## config.mk

```make
export PLATFORM = sky130hd
export DESIGN_NAME = mux_n_rr_flat
export DESIGN_NICKNAME = d
export VERILOG_FILES = /design/src/rtl/mux_n_rr_pkg.sv /design/src/rtl/mux_n_rr_if.sv /design/src/rtl/mux_n_rr_rr_pick.sv /design/src/rtl/mux_n_rr.sv /design/src/flat_wrapper.sv
export SDC_FILE = /design/constraint.sdc
export NUM_CORES = 1
export LEC_CHECK = 0
export BUFFER_PORTS_ARGS = -buffer_cell sky130_fd_sc_hd__buf_2
export CORE_MARGIN = 2
export CORE_UTILIZATION = 43
export CTS_CLUSTER_DIAMETER = 60
export DETAILED_ROUTE_END_ITERATION = 10
export PLACE_DENSITY = 0.79
export RECOVER_POWER = 25
export SYNTH_ARGS = -nofsm -noshare
export SYNTH_HDL_FRONTEND = slang
export SYNTH_SLANG_ARGS = --single-unit
```

## constraint.sdc

```tcl
create_clock -name clk -period 2.33 [get_ports clk]
set_input_delay 0.1165 -clock clk [delete_from_list [all_inputs] [get_ports clk]]
set_output_delay 0.1165 -clock clk [all_outputs]
set_load 0.005 [all_outputs]
```

## src/rtl/mux_n_rr_pkg.sv

```systemverilog
// Shared types and helpers for the round-robin channel merger and its arbiters.
package mux_pkg;

  typedef enum logic {
    MODE_FIXED = 1'b0,
    MODE_RR    = 1'b1
  } mux_mode_t;

  // Index width that never collapses to zero bits.
  function automatic int clog2_min1(input int n);
    return (n <= 2) ? 1 : $clog2(n);
  endfunction

endpackage

```

## src/rtl/mux_n_rr_if.sv

```systemverilog
// Producer/consumer bundle for mux_n_rr; slave is the mux side, master the environment.
interface mux_n_rr_if
  import mux_pkg::*;
#(
  parameter int N     = 4,
  parameter int WIDTH = 8
) ();

  localparam int IW = clog2_min1(N);

  mux_mode_t          mode;
  logic [IW-1:0]      sel;
  logic [N*WIDTH-1:0] in_data;
  logic [N-1:0]       in_valid;
  logic [N-1:0]       in_ready;
  logic [WIDTH-1:0]   out_data;
  logic [IW-1:0]      out_chan;
  logic               out_valid;
  logic               out_ready;
`ifdef MUX_PARITY_EN
  logic               out_parity;
`endif

  modport slave (
`ifdef MUX_PARITY_EN
    output out_parity,
`endif
    input  mode, sel, in_data, in_valid, out_ready,
    output in_ready, out_data, out_chan, out_valid
  );

  modport master (
`ifdef MUX_PARITY_EN
    input  out_parity,
`endif
    output mode, sel, in_data, in_valid, out_ready,
    input  in_ready, out_data, out_chan, out_valid
  );

endinterface

```

## src/rtl/mux_n_rr_rr_pick.sv

```systemverilog
// Combinational round-robin picker: first set request after ptr, wrapping modulo N.
module rr_pick #(
  parameter int N  = 4,
  parameter int IW = 2
) (
  input  logic [N-1:0]  req,
  input  logic [IW-1:0] ptr,
  output logic [IW-1:0] grant,
  output logic          grant_valid
);

  always_comb begin
    // NOTE: every output gets a default before the loop so no path infers a latch.
    grant       = '0;
    grant_valid = 1'b0;
    for (int k = 1; k <= N; k++) begin
      automatic int idx = (int'(ptr) + k) % N;
      if (!grant_valid && req[idx]) begin
        grant_valid = 1'b1;
        grant       = IW'(idx);
      end
    end
  end

endmodule

```

## src/rtl/mux_n_rr.sv

```systemverilog
// N-channel flow-controlled merger with a registered output stage, fixed or round-robin select.
// Define MUX_PARITY_EN to add a registered even-parity bit alongside out_data.
module mux_n_rr
  import mux_pkg::*;
#(
  parameter int N     = 4,
  parameter int WIDTH = 8
) (
  input logic      clk,
  input logic      reset,
  mux_n_rr_if.slave bus
);

  localparam int            IW      = clog2_min1(N);
  localparam logic [IW-1:0] PTR_RST = IW'(N - 1);

  logic [IW-1:0]    ptr_q, ptr_d;
  logic [IW-1:0]    chan_q, chan_d;
  logic [WIDTH-1:0] data_q, data_d;
  logic             valid_q, valid_d;
`ifdef MUX_PARITY_EN
  logic             parity_q, parity_d;
`endif

  logic [IW-1:0]    rr_grant, grant;
  logic             rr_valid, grant_valid;
  logic             load;
  logic [WIDTH-1:0] grant_data;
  logic [N-1:0]     in_ready;

  rr_pick #(.N(N), .IW(IW)) u_rr_pick (
    .req         (bus.in_valid),
    .ptr         (ptr_q),
    .grant       (rr_grant),
    .grant_valid (rr_valid)
  );

  // sel values past N-1 (non-power-of-two N) never grant.
  always_comb begin
    grant       = rr_grant;
    grant_valid = rr_valid;
    if (bus.mode == MODE_FIXED) begin
      grant       = bus.sel;
      grant_valid = (int'(bus.sel) < N) && bus.in_valid[bus.sel];
    end
  end

  assign load       = !valid_q || bus.out_ready;
  assign grant_data = bus.in_data[grant*WIDTH +: WIDTH];

  always_comb begin
    for (int i = 0; i < N; i++) begin
      in_ready[i] = reset && load && grant_valid && (int'(grant) == i);
    end
  end

  always_comb begin
    valid_d  = valid_q;
    data_d   = data_q;
    chan_d   = chan_q;
    ptr_d    = ptr_q;
`ifdef MUX_PARITY_EN
    parity_d = parity_q;
`endif
    if (load) begin
      valid_d = grant_valid;
      if (grant_valid) begin
        data_d = grant_data;
        chan_d = grant;
`ifdef MUX_PARITY_EN
        parity_d = ^grant_data;
`endif
        if (bus.mode == MODE_RR) ptr_d = grant;
      end
    end
  end

  // NOTE: state registers use non-blocking assignments so all flops update from pre-edge values.
  always_ff @(posedge clk or negedge reset) begin
    if (!reset) begin
      valid_q  <= 1'b0;
      data_q   <= '0;
      chan_q   <= '0;
      ptr_q    <= PTR_RST;
`ifdef MUX_PARITY_EN
      parity_q <= 1'b0;
`endif
    end else begin
      valid_q  <= valid_d;
      data_q   <= data_d;
      chan_q   <= chan_d;
      ptr_q    <= ptr_d;
`ifdef MUX_PARITY_EN
      parity_q <= parity_d;
`endif
    end
  end

  assign bus.in_ready  = in_ready;
  assign bus.out_valid = valid_q;
  assign bus.out_data  = data_q;
  assign bus.out_chan  = chan_q;
`ifdef MUX_PARITY_EN
  assign bus.out_parity = parity_q;
`endif

endmodule

```

## src/flat_wrapper.sv

```systemverilog
// flat-port wrapper written by rule: the top's interface ports become plain ports
module mux_n_rr_flat import mux_pkg::*;
#(
  parameter int N     = 4,
  parameter int WIDTH = 8
)
  (clk, reset, bus_mode, bus_sel, bus_in_data, bus_in_valid, bus_out_ready, bus_in_ready, bus_out_data, bus_out_chan, bus_out_valid);
  mux_n_rr_if #(.N(N), .WIDTH(WIDTH)) bus_i ();
  input logic clk;
  input logic reset;
  input wire logic [$bits(bus_i.mode)-1:0] bus_mode;
  input wire logic [$bits(bus_i.sel)-1:0] bus_sel;
  input wire logic [$bits(bus_i.in_data)-1:0] bus_in_data;
  input wire logic [$bits(bus_i.in_valid)-1:0] bus_in_valid;
  input wire logic [$bits(bus_i.out_ready)-1:0] bus_out_ready;
  output wire logic [$bits(bus_i.in_ready)-1:0] bus_in_ready;
  output wire logic [$bits(bus_i.out_data)-1:0] bus_out_data;
  output wire logic [$bits(bus_i.out_chan)-1:0] bus_out_chan;
  output wire logic [$bits(bus_i.out_valid)-1:0] bus_out_valid;
  assign bus_i.mode = bus_mode;
  assign bus_i.sel = bus_sel;
  assign bus_i.in_data = bus_in_data;
  assign bus_i.in_valid = bus_in_valid;
  assign bus_i.out_ready = bus_out_ready;
  assign bus_in_ready = bus_i.in_ready;
  assign bus_out_data = bus_i.out_data;
  assign bus_out_chan = bus_i.out_chan;
  assign bus_out_valid = bus_i.out_valid;
  mux_n_rr #(.N(N), .WIDTH(WIDTH)) u_core (.clk(clk), .reset(reset), .bus(bus_i));
endmodule
```

Word-level counts from Yosys, hierarchy flattened --
Cells that the tools add are included.
Word-level totals: logic and storage cells 66, output and inout bits 15, flip-flop bits (word level) 13, input bits 42
Cells by class: muxes and demuxes 24, reductions and logical operators 21, bitwise gates (word level) 4, eq/ne operators 3, $lt $le $gt $ge 5, shift-type cells 1, add/subtract/negate cells 4
Operators by type and width (count):
- 32-bit by 6-bit variable part select with 8-bit output | 1
- 3-bit by 4-bit less-than comparator with 1-bit output, second input constant | 4
- 1-bit 2-to-1 mux | 14
- 1-bit binary-select mux with 2-bit select | 5
- 2-bit 2-to-1 mux | 5
- 1-bit logical AND | 9
- 2-bit OR reduction | 4
- 2-bit by 1-bit adder with 2-bit output, second input constant | 2
- 2-bit adder, second input constant | 2
- 1-bit AND, first input constant | 4
- 2-bit == test, second input constant | 2
- 1-bit zero test | 4
- 2-bit by 3-bit less-than comparator with 1-bit output, second input constant | 1
- 3-bit AND reduction | 1
- 2-bit by 1-bit == test with 1-bit output, second input constant | 1
- 2-bit zero test | 1
- 2-bit AND reduction | 1
- 1-bit logical OR | 1

Logic depth before layout (Yosys ltp) --
Gate-level depths: netlist of the first run.
word-level depth 19, gate-level depth with buffers 8, depth with buffers taken out 6

Cells and area by module --
From an unflattened synthesis of the first run, not the netlist that was laid out.
Unflattened totals: cell total of the unflattened synthesis 66, area, all modules 914.6 um^2
Modules (own cells, without submodules):
- mux_n_rr | sequential area each 327.8 um^2, cells each 52, area each 823.3 um^2, instances 1
- rr_pick | sequential area each 0.0 um^2, cells each 14, area each 91.3 um^2, instances 1

Least setup slack after synthesis of the first run --
OpenSTA, ideal clock, no wires.
path kind reg-to-reg, start point reg u_core.ptr_q[0], end point reg u_core.data_q[1] (netlist: u_core.bus.out_data[1]), period minus slack after synthesis 1827 ps, path slack 503 ps, buffers on the path 2, stages on the path, launching flop included 9, data arrival time 1687 ps, cell sequence dfstp_2 -> nand2b_1 -> a21oi_1 -> nor4_2 -> or2_1 -> buf_6 -> buf_12 -> mux2i_1 -> o221ai_1
Between the ends: word-level cells in the longest chain between the ends 16, elaborated cells between the ends (all ways) 34, those cells by class add/sub: 4; shift: 1; mux: 22; reduce/logical: 7
RTL lines:
- start: declaration | line mux_n_rr.sv:17 | logic [IW-1:0] ptr_q, ptr_d;
- start signal: assignment | line mux_n_rr.sv:92 | ptr_q <= ptr_d;
- 2-bit by 1-bit adder with 2-bit output | line mux_n_rr_rr_pick.sv:17 | automatic int idx = (int'(ptr) + k) % N;
- 1-bit binary-select mux with 2-bit select | line mux_n_rr_rr_pick.sv:18 | if (!grant_valid && req[idx]) begin
- 1-bit 2-to-1 mux (not written as such) (2 in series) | line mux_n_rr_rr_pick.sv:18
- 1-bit 2-to-1 mux | line mux_n_rr_rr_pick.sv:18
- 1-bit zero test | line mux_n_rr_rr_pick.sv:18
- 1-bit logical AND | line mux_n_rr_rr_pick.sv:18
- 1-bit 2-to-1 mux | line mux_n_rr_rr_pick.sv:18
- 1-bit zero test | line mux_n_rr_rr_pick.sv:18
- 1-bit logical AND | line mux_n_rr_rr_pick.sv:18
- 1-bit 2-to-1 mux | line mux_n_rr_rr_pick.sv:18
- 1-bit zero test | line mux_n_rr_rr_pick.sv:18
- 1-bit logical AND | line mux_n_rr_rr_pick.sv:18
- 2-bit 2-to-1 mux or 1-bit 2-to-1 mux (tied branches) | line mux_n_rr_rr_pick.sv:18
- 2-bit 2-to-1 mux or 1-bit 2-to-1 mux (tied branches) | line mux_n_rr.sv:42 | if (bus.mode == MODE_FIXED) begin
- 32-bit by 6-bit variable part select with 8-bit output or 2-bit AND reduction (tied branches)
- end signal: assignment | line mux_n_rr.sv:90 | data_q <= data_d;
- end: declaration | line mux_n_rr.sv:19 | logic [WIDTH-1:0] data_q, data_d;
Parallel ways exist; a longest one is shown, timed or not. The select of a mux whose other input is x is not followed. A chain may end at the register's enable or synchronous reset.

Worst setup path after layout of the first run --
start point reg u_core.ptr_q[0], end point out bus_in_ready[2]
Between the ends: word-level cells in the longest chain between the ends 17, elaborated cells between the ends (all ways) 35, those cells by class add/sub: 4; eq/ne: 1; mux: 22; reduce/logical: 8
RTL lines:
- 2-bit by 1-bit adder with 2-bit output | line mux_n_rr_rr_pick.sv:17
- 1-bit binary-select mux with 2-bit select | line mux_n_rr_rr_pick.sv:18
- 1-bit 2-to-1 mux (not written as such) (2 in series) | line mux_n_rr_rr_pick.sv:18
- 1-bit 2-to-1 mux | line mux_n_rr_rr_pick.sv:18
- 1-bit zero test | line mux_n_rr_rr_pick.sv:18
- 1-bit logical AND | line mux_n_rr_rr_pick.sv:18
- 1-bit 2-to-1 mux | line mux_n_rr_rr_pick.sv:18
- 1-bit zero test | line mux_n_rr_rr_pick.sv:18
- 1-bit logical AND | line mux_n_rr_rr_pick.sv:18
- 1-bit 2-to-1 mux | line mux_n_rr_rr_pick.sv:18
- 1-bit zero test | line mux_n_rr_rr_pick.sv:18
- 1-bit logical AND | line mux_n_rr_rr_pick.sv:18
- 2-bit 2-to-1 mux or 1-bit 2-to-1 mux (tied branches) | line mux_n_rr_rr_pick.sv:18
- 2-bit 2-to-1 mux or 1-bit 2-to-1 mux (tied branches) | line mux_n_rr.sv:42
- 2-bit == test or 1-bit logical AND (tied branches) | line mux_n_rr.sv:53 | in_ready[i] = reset && load && grant_valid && (int'(grant) == i);
- 1-bit logical AND * | line mux_n_rr.sv:53
- end: declaration | line flat_wrapper.sv:16 | output wire logic [$bits(bus_i.in_ready)-1:0] bus_in_ready;
Every way passes the cells marked *; elsewhere a longest branch is shown, timed or not. The select of a mux whose other input is x is not followed.

==> flow_summary.rst, run 1 <==
.. list-table::
   :header-rows: 1

   * - Metric
     - Value
   * - Share of synthesized area occupied by flip-flops and latches
     - 0.329
   * - CP Capture Type
     - output port
   * - Total global-route track usage
     - 0.210
   * - Total Negative Setup Slacks
     - 0 ns
   * - Worst path required time
     - 2.21 ns
   * - Top library cells by usage in the layout, fill and taps aside
     - sky130_fd_sc_hd__buf_2 (56), sky130_fd_sc_hd__nand2_1 (23), sky130_fd_sc_hd__mux2i_1 (15), sky130_fd_sc_hd__nor2_1 (11), sky130_fd_sc_hd__dfrtp_1 (11)
   * - Result of the run
     - completed
   * - Post-place instance area
     - 1290 sq um
   * - DPL Wire Length
     - 2.26 mm
   * - Total routed wirelength
     - 2.88 mm
   * - Commonest register cell after synthesis
     - sky130_fd_sc_hd__dfrtp_1
   * - Number of iterations in the first detailed-routing pass
     - 4
   * - Share of the synthesized area in the top cell type
     - 0.276
   * - Minimum setup slack among reg-to-reg paths
     - 0.41 ns
   * - Mean Syn Cell Area
     - 8.82 sq um
   * - Cell taking the most area after synthesis
     - sky130_fd_sc_hd__dfrtp_1
   * - Netlist cell types
     - 35
   * - Area growth from synthesis to layout
     - 34.6%
   * - Source-to-sink clock delay at the later pin of the worst-skew pair
     - 0.28 ns
   * - Input/output buffers
     - 56
   * - Number of clock sinks
     - 13
   * - Maxcap violations
     - 0
   * - Min-Delay Endpoint
     - u_core.bus.out_data[0]
   * - Antenna-violating nets left
     - 0
   * - CTS tree
     - yes
   * - Crit Path Max Fanout
     - 15
   * - Filler cell count in the final layout
     - 203
   * - Min Tclk post-route
     - 2.20 ns
   * - Height of the die
     - 52.2 um
   * - Worst hold path cell count
     - 3
   * - Worst flop-to-flop path startpoint
     - u_core.ptr_q[0]
   * - Clock H-tree levels
     - 1
   * - Via count of the routed design
     - 1102
   * - Cts bufs inserted
     - 3
   * - Crit share post-route
     - 0.946
   * - Launching instance or port of the critical path
     - u_core.ptr_q[0]
   * - GR Overflow Total
     - 0
   * - Summed area of non-filler cells in the final layout
     - 1340 sq um
   * - Fin nets
     - 216
   * - Initial standard-cell utilization of the core
     - 0.451
   * - Total number of placement rows
     - 17
   * - Total power
     - 0.971 mW
   * - Wire length of the first global-routing pass
     - 4.22 mm
   * - Number of hold violations in the final report
     - 0
   * - Count of flip-flops with a built-in enable after synthesis
     - 0
   * - Die X
     - 52.2 um
   * - Clock transition at the registers of the reported paths
     - 0.08 ns
   * - Top post-synthesis cells by area
     - sky130_fd_sc_hd__dfrtp_1 (28%), sky130_fd_sc_hd__mux2i_1 (15%), sky130_fd_sc_hd__nand2_1 (8.7%), sky130_fd_sc_hd__o221ai_1 (6.1%), sky130_fd_sc_hd__dfstp_2 (5.3%)
   * - Clock Tree Buf Depth
     - 2
   * - Core Region
     - 2210 sq um
   * - Worst Max-Slew Pin Slew
     - 0.548 ns
   * - Setup violators final
     - 0
   * - Endpoint of the worst-slack reg-to-reg timing path
     - u_core.bus.out_data[1]
   * - Worst min-delay path category
     - input pin to register
   * - Post-Synthesis Cell Area
     - 997 sq um
   * - Largest net degree at the start of global routing
     - 16
   * - Nets in the synthesized netlist
     - 155
   * - Worst setup path category
     - register to output port
   * - Antenna Diode Count
     - 0
   * - Unrepaired setup endpoints after global routing
     - no
   * - Initial DRC count
     - 16
   * - Yosys reg bits
     - 13
   * - Final-report max-slew violation count
     - 0
   * - Post-Route Skew
     - 0.00283 ns
   * - Gate count of the mapped netlist
     - 113
   * - Wire length per cell
     - 14.3 um
   * - Depth of the worst register-to-register path
     - 7
   * - Via count of the first global-routing pass
     - 1033
   * - Residual DRC count
     - 0
   * - Number of top-level pins
     - 57
   * - Fmax
     - 0.454 GHz
   * - Peak ir drop on the vdd network
     - 0.494 mV
   * - Max-Slew Margin vs Limit
     - 0.625
   * - Proportion of register bits with asynchronous set or reset after synthesis
     - 1.00
   * - Most frequent standard cell in the layout excluding fill and tap cells
     - sky130_fd_sc_hd__buf_2
   * - Via density
     - 5.48
   * - Number of warning messages in the yosys log
     - 0
   * - Pwr/cell area
     - 723 nW/um^2
   * - Antenna violations before repair
     - 0
   * - Routability congestion estimate from global placement
     - 0.870
   * - Start point of the worst min-delay path
     - bus_in_data[16]
   * - Arrival @ worst endpoint
     - 2.09 ns
   * - Die outline area
     - 2720 sq um
   * - Root Buffer Master
     - sky130_fd_sc_hd__clkbuf_4
   * - Critical Path Source Type
     - register
   * - Leakage dissipation
     - 0.707 nW
   * - Proportion of layout cells with a drive suffix above 1
     - 0.393
area by class of cell:
| type | instances | area (sq um) | area share |
|---|---|---|---|
| Clock buffer | 4 | 26.3 | 0.0196 |
| Tap cell | 28 | 35.0 | 0.0261 |
| Sequential cell | 13 | 328 | 0.244 |
| Inverter | 6 | 22.5 | 0.0168 |
| Multi-Input combinational cell | 90 | 606 | 0.451 |
| Timing Repair Buffer | 60 | 325 | 0.242 |
cells by family (layout without fill, tap and decap cells):
logic type	after synthesis	count (layout)	synth area share
AOI/OAI and AO/OA	24	24	0.196
buffers and inverters	10	70	0.0640
DFF	13	13	0.329
muxes	16	16	0.177
and+or+nand+nor	50	50	0.235
per-layer routing:
| metal | track usage | vias up | wire length, um |
|---|---|---|---|
| met3 | 0.0259 | 11 | 167 |
| met1 | 0.234 | 509 | 1120 |
| met2 | 0.380 | 44 | 1520 |
| met5 | 0 | - | 0 |
| met4 | 0.120 | 0 | 74 |
| li1 | - | 538 | - |
stage by stage:
stage / worst slack, ns / hold WS, ns / std cells / util
finish: 0.126 / 0.0867 / 201 / 0.607
global route: 0.0260 / 0.108 / 201 / 0.607
CTS: 0.0500 / 0.0898 / 200 / 0.598
detailed placement: 0.335 / 0.0318 / 195 / 0.581
global placement: 0.408 / 0.0344 / 195 / 0.581
floorplan: 0.503 / -0.179 / 113 / -
registers in the layout, indices dropped and copies added (netlist names):
name and cells:
u_core.bus.out_valid 1, u_core.bus.out_chan 2, u_core.bus.out_data 8, u_core.ptr_q 2
worst max-delay path, stage by stage, from the launching register on:
cell and delay, ns:
sky130_fd_sc_hd__dfstp_2 0.55, sky130_fd_sc_hd__nand2b_1 0.12, sky130_fd_sc_hd__a21oi_1 0.09, sky130_fd_sc_hd__nor4_2 0.31, sky130_fd_sc_hd__or2_1 0.20, sky130_fd_sc_hd__buf_12 0.17, sky130_fd_sc_hd__nand3_1 0.10, sky130_fd_sc_hd__nor2_1 0.13
sky130_fd_sc_hd__buf_2 0.13
how the worst max path moves through the flow:
stage / cells after the start / end
5_1_grt: 8 / bus_in_ready[3]
3_5_place_dp: 7 / u_core.bus.out_data[1]
6_report: 8 / bus_in_ready[2]
4_1_cts: 8 / bus_in_ready[2]
3_3_place_gp: 7 / u_core.bus.out_data[2]
2_1_floorplan: 8 / u_core.bus.out_data[1]
Yosys cell counts (2+ instances only):
master	instances
sky130_fd_sc_hd__o221ai_1	7
sky130_fd_sc_hd__inv_1	6
sky130_fd_sc_hd__or2_2	2
sky130_fd_sc_hd__a2111oi_0	2
sky130_fd_sc_hd__nor2_1	11
sky130_fd_sc_hd__nand3_1	2
sky130_fd_sc_hd__dfrtp_1	11
sky130_fd_sc_hd__buf_2	2
sky130_fd_sc_hd__a21boi_0	2
sky130_fd_sc_hd__dfstp_2	2
sky130_fd_sc_hd__nand2_1	23
sky130_fd_sc_hd__nor2b_1	3
sky130_fd_sc_hd__mux2i_1	15
sky130_fd_sc_hd__a21oi_1	3
sky130_fd_sc_hd__nand2b_1	2
repair_timing:
| item | 4_1_cts | 5_1_grt |
|---|---|---|
| endpoints found under the hold margin | 11 | 0 |
| endpoints found under the setup margin | 0 | 2 |
| resized for setup | 0 | 3 |
| hold buffers | 1 | 0 |
| setup buffers | 0 | 1 |
where the power goes:
group | internal [mW] | total, mW | switching, mW
logic | 0.229 | 0.462 | 0.233
clock network | 0.0665 | 0.145 | 0.0782
registers | 0.312 | 0.364 | 0.0514
total | 0.608 | 0.971 | 0.363
Note: power is estimated with default switching activity, not from simulation.
==> run 2: changes to the inputs <==
- SETUP_SLACK_MARGIN: unset -> 0.5
==> run 2 against run 1 <==
  * Sequential cell count is the same
  * Critical path type unchanged
  * Maximum frequency grew 2.7%
  * First-iteration DRC count grew to 2.9 times the previous value
  * Highest routed layer unchanged
  * Sequential power about the same
  * Global-route usage grew 3.7 points
  * Via count up 9.8%
  * Clock skew up 0.0076 ns
  * Design area rose by 12%
  * Setup slack gained 0.057 ns
==> flow_summary.rst, run 2 (synthesis results as in run 1) <==
.. list-table::
   :header-rows: 1

   * - Metric
     - Value
   * - Crit share post-route
     - 0.921 (-0.0245)
   * - Via count of the routed design
     - 1210 (+9.8%)
   * - Routability congestion estimate from global placement
     - 0.870 (unchanged)
   * - Initial DRC count
     - 46 (+30)
   * - Number of standard cells in the final layout excluding fillers
     - 212 (+5.5%)
   * - Total power
     - 1.14 mW (+17%)
   * - Proportion of layout cells with a drive suffix above 1
     - 0.446 (+0.0526)
   * - Worst Max-Slew Pin Slew
     - 0.581 ns (+0.0332 ns)
   * - Leakage dissipation
     - 0.761 nW (+7.7%)
   * - Clock transition at the registers of the reported paths
     - 0.09 ns (about the same)
   * - Min Tclk post-route
     - 2.15 ns (-0.0572 ns)
   * - Largest incremental delay on the critical path
     - 0.55 ns (about the same)
   * - Initial standard-cell utilization of the core
     - 0.451 (unchanged)
   * - Sequential share of power
     - 0.320 (-0.055)
   * - Antenna Diode Count
     - 0 (unchanged)
   * - Antenna-violating nets left
     - 0 (unchanged)
   * - Core Region
     - 2210 sq um (unchanged)
   * - Worst min-delay path category
     - input pin to register
   * - Source-to-sink clock delay at the later pin of the worst-skew pair
     - 0.29 ns (about the same)
   * - Switching power as a share of total power
     - 0.388 (+0.0147)
   * - Total number of placement rows
     - 17 (unchanged)
   * - Maxcap violations
     - 0 (unchanged)
   * - Slack of the critical path
     - 0.184 ns (+0.0572 ns)
   * - Top library cells by usage in the layout, fill and taps aside
     - sky130_fd_sc_hd__buf_2 (51), sky130_fd_sc_hd__nand2_1 (23), sky130_fd_sc_hd__mux2i_1 (15), sky130_fd_sc_hd__dfrtp_1 (11), sky130_fd_sc_hd__buf_4 (9)
   * - Input/output buffers
     - 56 (unchanged)
   * - Fmax
     - 0.466 GHz (+2.7%)
   * - CTS tree
     - yes
   * - Number of clock sinks
     - 13 (unchanged)
   * - Area used by multi-input combinational logic
     - 672 sq um (+11%)
   * - Total global-route track usage
     - 0.247 (+0.0370)
   * - Placed cells
     - 195 (unchanged)
   * - Worst setup path category
     - register to output port
   * - Worst path required time
     - 2.21 ns (about the same)
   * - Area growth from synthesis to layout
     - 50.3%
   * - Crit Path Max Fanout
     - 3 (-12)
   * - Number of flip-flops in the largest register
     - 8 (unchanged)
   * - Pwr/cell area
     - 759 nW/um^2 (+4.9%)
   * - Gate family responsible for the most delay along the worst path
     - simple AND/OR/NAND/NOR gates
   * - Most frequent standard cell in the layout excluding fill and tap cells
     - sky130_fd_sc_hd__buf_2
   * - GR Overflow Total
     - 0 (unchanged)
   * - Residual DRC count
     - 0 (unchanged)
   * - Setup violators final
     - 0 (unchanged)
   * - Total routed wirelength
     - 3.58 mm (+24%)
   * - Net switching power
     - 0.442 mW (+22%)
   * - Slowest stage cell, crit path
     - sky130_fd_sc_hd__dfstp_2
   * - Clock Tree Buf Depth
     - 2 (unchanged)
   * - DPL Wire Length
     - 2.26 mm (unchanged)
   * - Die outline area
     - 2720 sq um (unchanged)
   * - Filler cell count in the final layout
     - 184 (-9.4%)
   * - Number of iterations in the first detailed-routing pass
     - 4 (unchanged)
   * - Root Buffer Master
     - sky130_fd_sc_hd__clkbuf_4
   * - Height of the die
     - 52.2 um (unchanged)
   * - Combined flip-flop and latch cell area
     - 328 sq um (unchanged)
   * - Arrival @ worst endpoint
     - 2.03 ns (-0.06 ns)
   * - Total Negative Setup Slacks
     - 0 ns (unchanged)
   * - Via density
     - 5.71 (+4.1%)
   * - Fin nets
     - 227 (+5.1%)
   * - Wire length of the first global-routing pass
     - 4.97 mm (+18%)
   * - Number of top-level pins
     - 57 (unchanged)
   * - Via count of the first global-routing pass
     - 1155 (+12%)
   * - Cts bufs inserted
     - 3 (unchanged)
   * - Final-report max-slew violation count
     - 0 (unchanged)
   * - CP Capture Type
     - output port
   * - Number of hold violations in the final report
     - 0 (unchanged)
   * - Clock H-tree levels
     - 1 (unchanged)
   * - Max-Slew Margin vs Limit
     - 0.603 (-0.0227)
   * - Worst Path Buf+Inv
     - 2 (unchanged)
   * - Largest net degree at the start of global routing
     - 12 (-4)
   * - Wire length per cell
     - 16.9 um (+18%)
   * - Worst slack, placed
     - 0.335 ns (unchanged)
   * - Design internal power
     - 0.696 mW (+14%)
   * - Cells along the critical path
     - nand2b_4 > a21oi_4 > nor4_4 > or2_1 > buf_12 > nand3_4 > nor2_2 > buf_2
   * - Unrepaired setup endpoints after global routing
     - yes
   * - Peak ir drop on the vdd network
     - 0.586 mV (+19%)
   * - Clock share of power
     - 0.131 (-0.018)
   * - Share of power burned in combinational logic
     - 0.549 (+0.073)
   * - Post-Route Skew
     - 0.0105 ns (+0.00762 ns)
   * - Antenna violations before repair
     - 0 (unchanged)
   * - Critical Path Source Type
     - register
   * - Die X
     - 52.2 um (unchanged)
   * - Result of the run
     - completed
[run 2: cell types whose count changed in the layout (fill, tap and decap cells not counted), moves of 2 or more]
cell / before / now
sky130_fd_sc_hd__buf_4: 2 / 9
sky130_fd_sc_hd__buf_2: 56 / 51
sky130_fd_sc_hd__clkbuf_1: 1 / 6
sky130_fd_sc_hd__nor2_1: 11 / 7
sky130_fd_sc_hd__buf_6: 0 / 3
sky130_fd_sc_hd__nor2_2: 0 / 3
sky130_fd_sc_hd__nand3_1: 2 / 0
[run 2: worst reg2reg max path, cell delays in order (launching register included)]
cell and delay, ns:
sky130_fd_sc_hd__dfstp_2 0.55, sky130_fd_sc_hd__nand2b_4 0.14, sky130_fd_sc_hd__a21oi_4 0.07, sky130_fd_sc_hd__nor4_4 0.35, sky130_fd_sc_hd__or2_1 0.20, sky130_fd_sc_hd__buf_12 0.12, sky130_fd_sc_hd__buf_6 0.15, sky130_fd_sc_hd__mux2i_1 0.25
sky130_fd_sc_hd__o221ai_1 0.14
[run 2: layer usage]
metal  track usage  share of wire  routed length, um  vias to the layer above
met2         0.456           0.53               1890                       72
li1              -              -                  -                      560
met4         0.137          0.042                149                        0
met1         0.270           0.36               1280                      559
met3        0.0287          0.072                259                       19
met5             0              0                  0                        -
[run 2: layout make-up]
cell class	count	area share
multi-input combinational	90	0.448
tap	28	0.0234
sequential	13	0.219
inverter	6	0.0150
clock buffer	4	0.0175
timing repair buffer	71	0.277
[run 2: final timing paths]
path / startpoint / to / slack (ns) / depth (start not counted)
worst max-delay path: u_core.ptr_q[0] / bus_in_ready[2] / 0.18 / 8
worst max register to register: u_core.ptr_q[0] / u_core.bus.out_data[2] / 0.22 / 8
worst min-delay path: bus_in_data[16] / u_core.bus.out_data[0] / 0.09 / 3
worst min register to register: u_core.bus.out_chan[0] / u_core.bus.out_chan[0] / 0.48 / 2
max in group asynchronous: reset / u_core.bus.out_data[4] / 0.86 / 3
min in group asynchronous: reset / u_core.ptr_q[1] / 0.51 / 2
[run 2: stage by stage]
| stage | area, sq um | hold WS, ns | util |
|---|---|---|---|
| after floorplan | 997 | -0.179 | - |
| after global placement | 1290 | 0.0344 | 0.581 |
| after detailed placement | 1290 | 0.0318 | 0.581 |
| after CTS | 1450 | 0.0898 | 0.656 |
| after global routing | 1500 | 0.107 | 0.678 |
| final | 1500 | 0.0938 | 0.678 |
[run 2: timing repair]
item,in CTS,in global routing
hold endpoints to repair,11,0
buffers inserted,9,2
pin swaps,6,9
hold buffers,2,0
endpoints found under the setup margin,12,13
gates resized for setup,11,10
[run 2: power groups by stage]
stage / sequential (mW) / combinational, mW / clock (mW)
floorplan: 0.371 / 0.278 / 0
global placement: 0.366 / 0.419 / 0
detailed placement: 0.371 / 0.433 / 0
CTS: 0.359 / 0.540 / 0.145
global route: 0.371 / 0.662 / 0.156
finish: 0.364 / 0.624 / 0.149
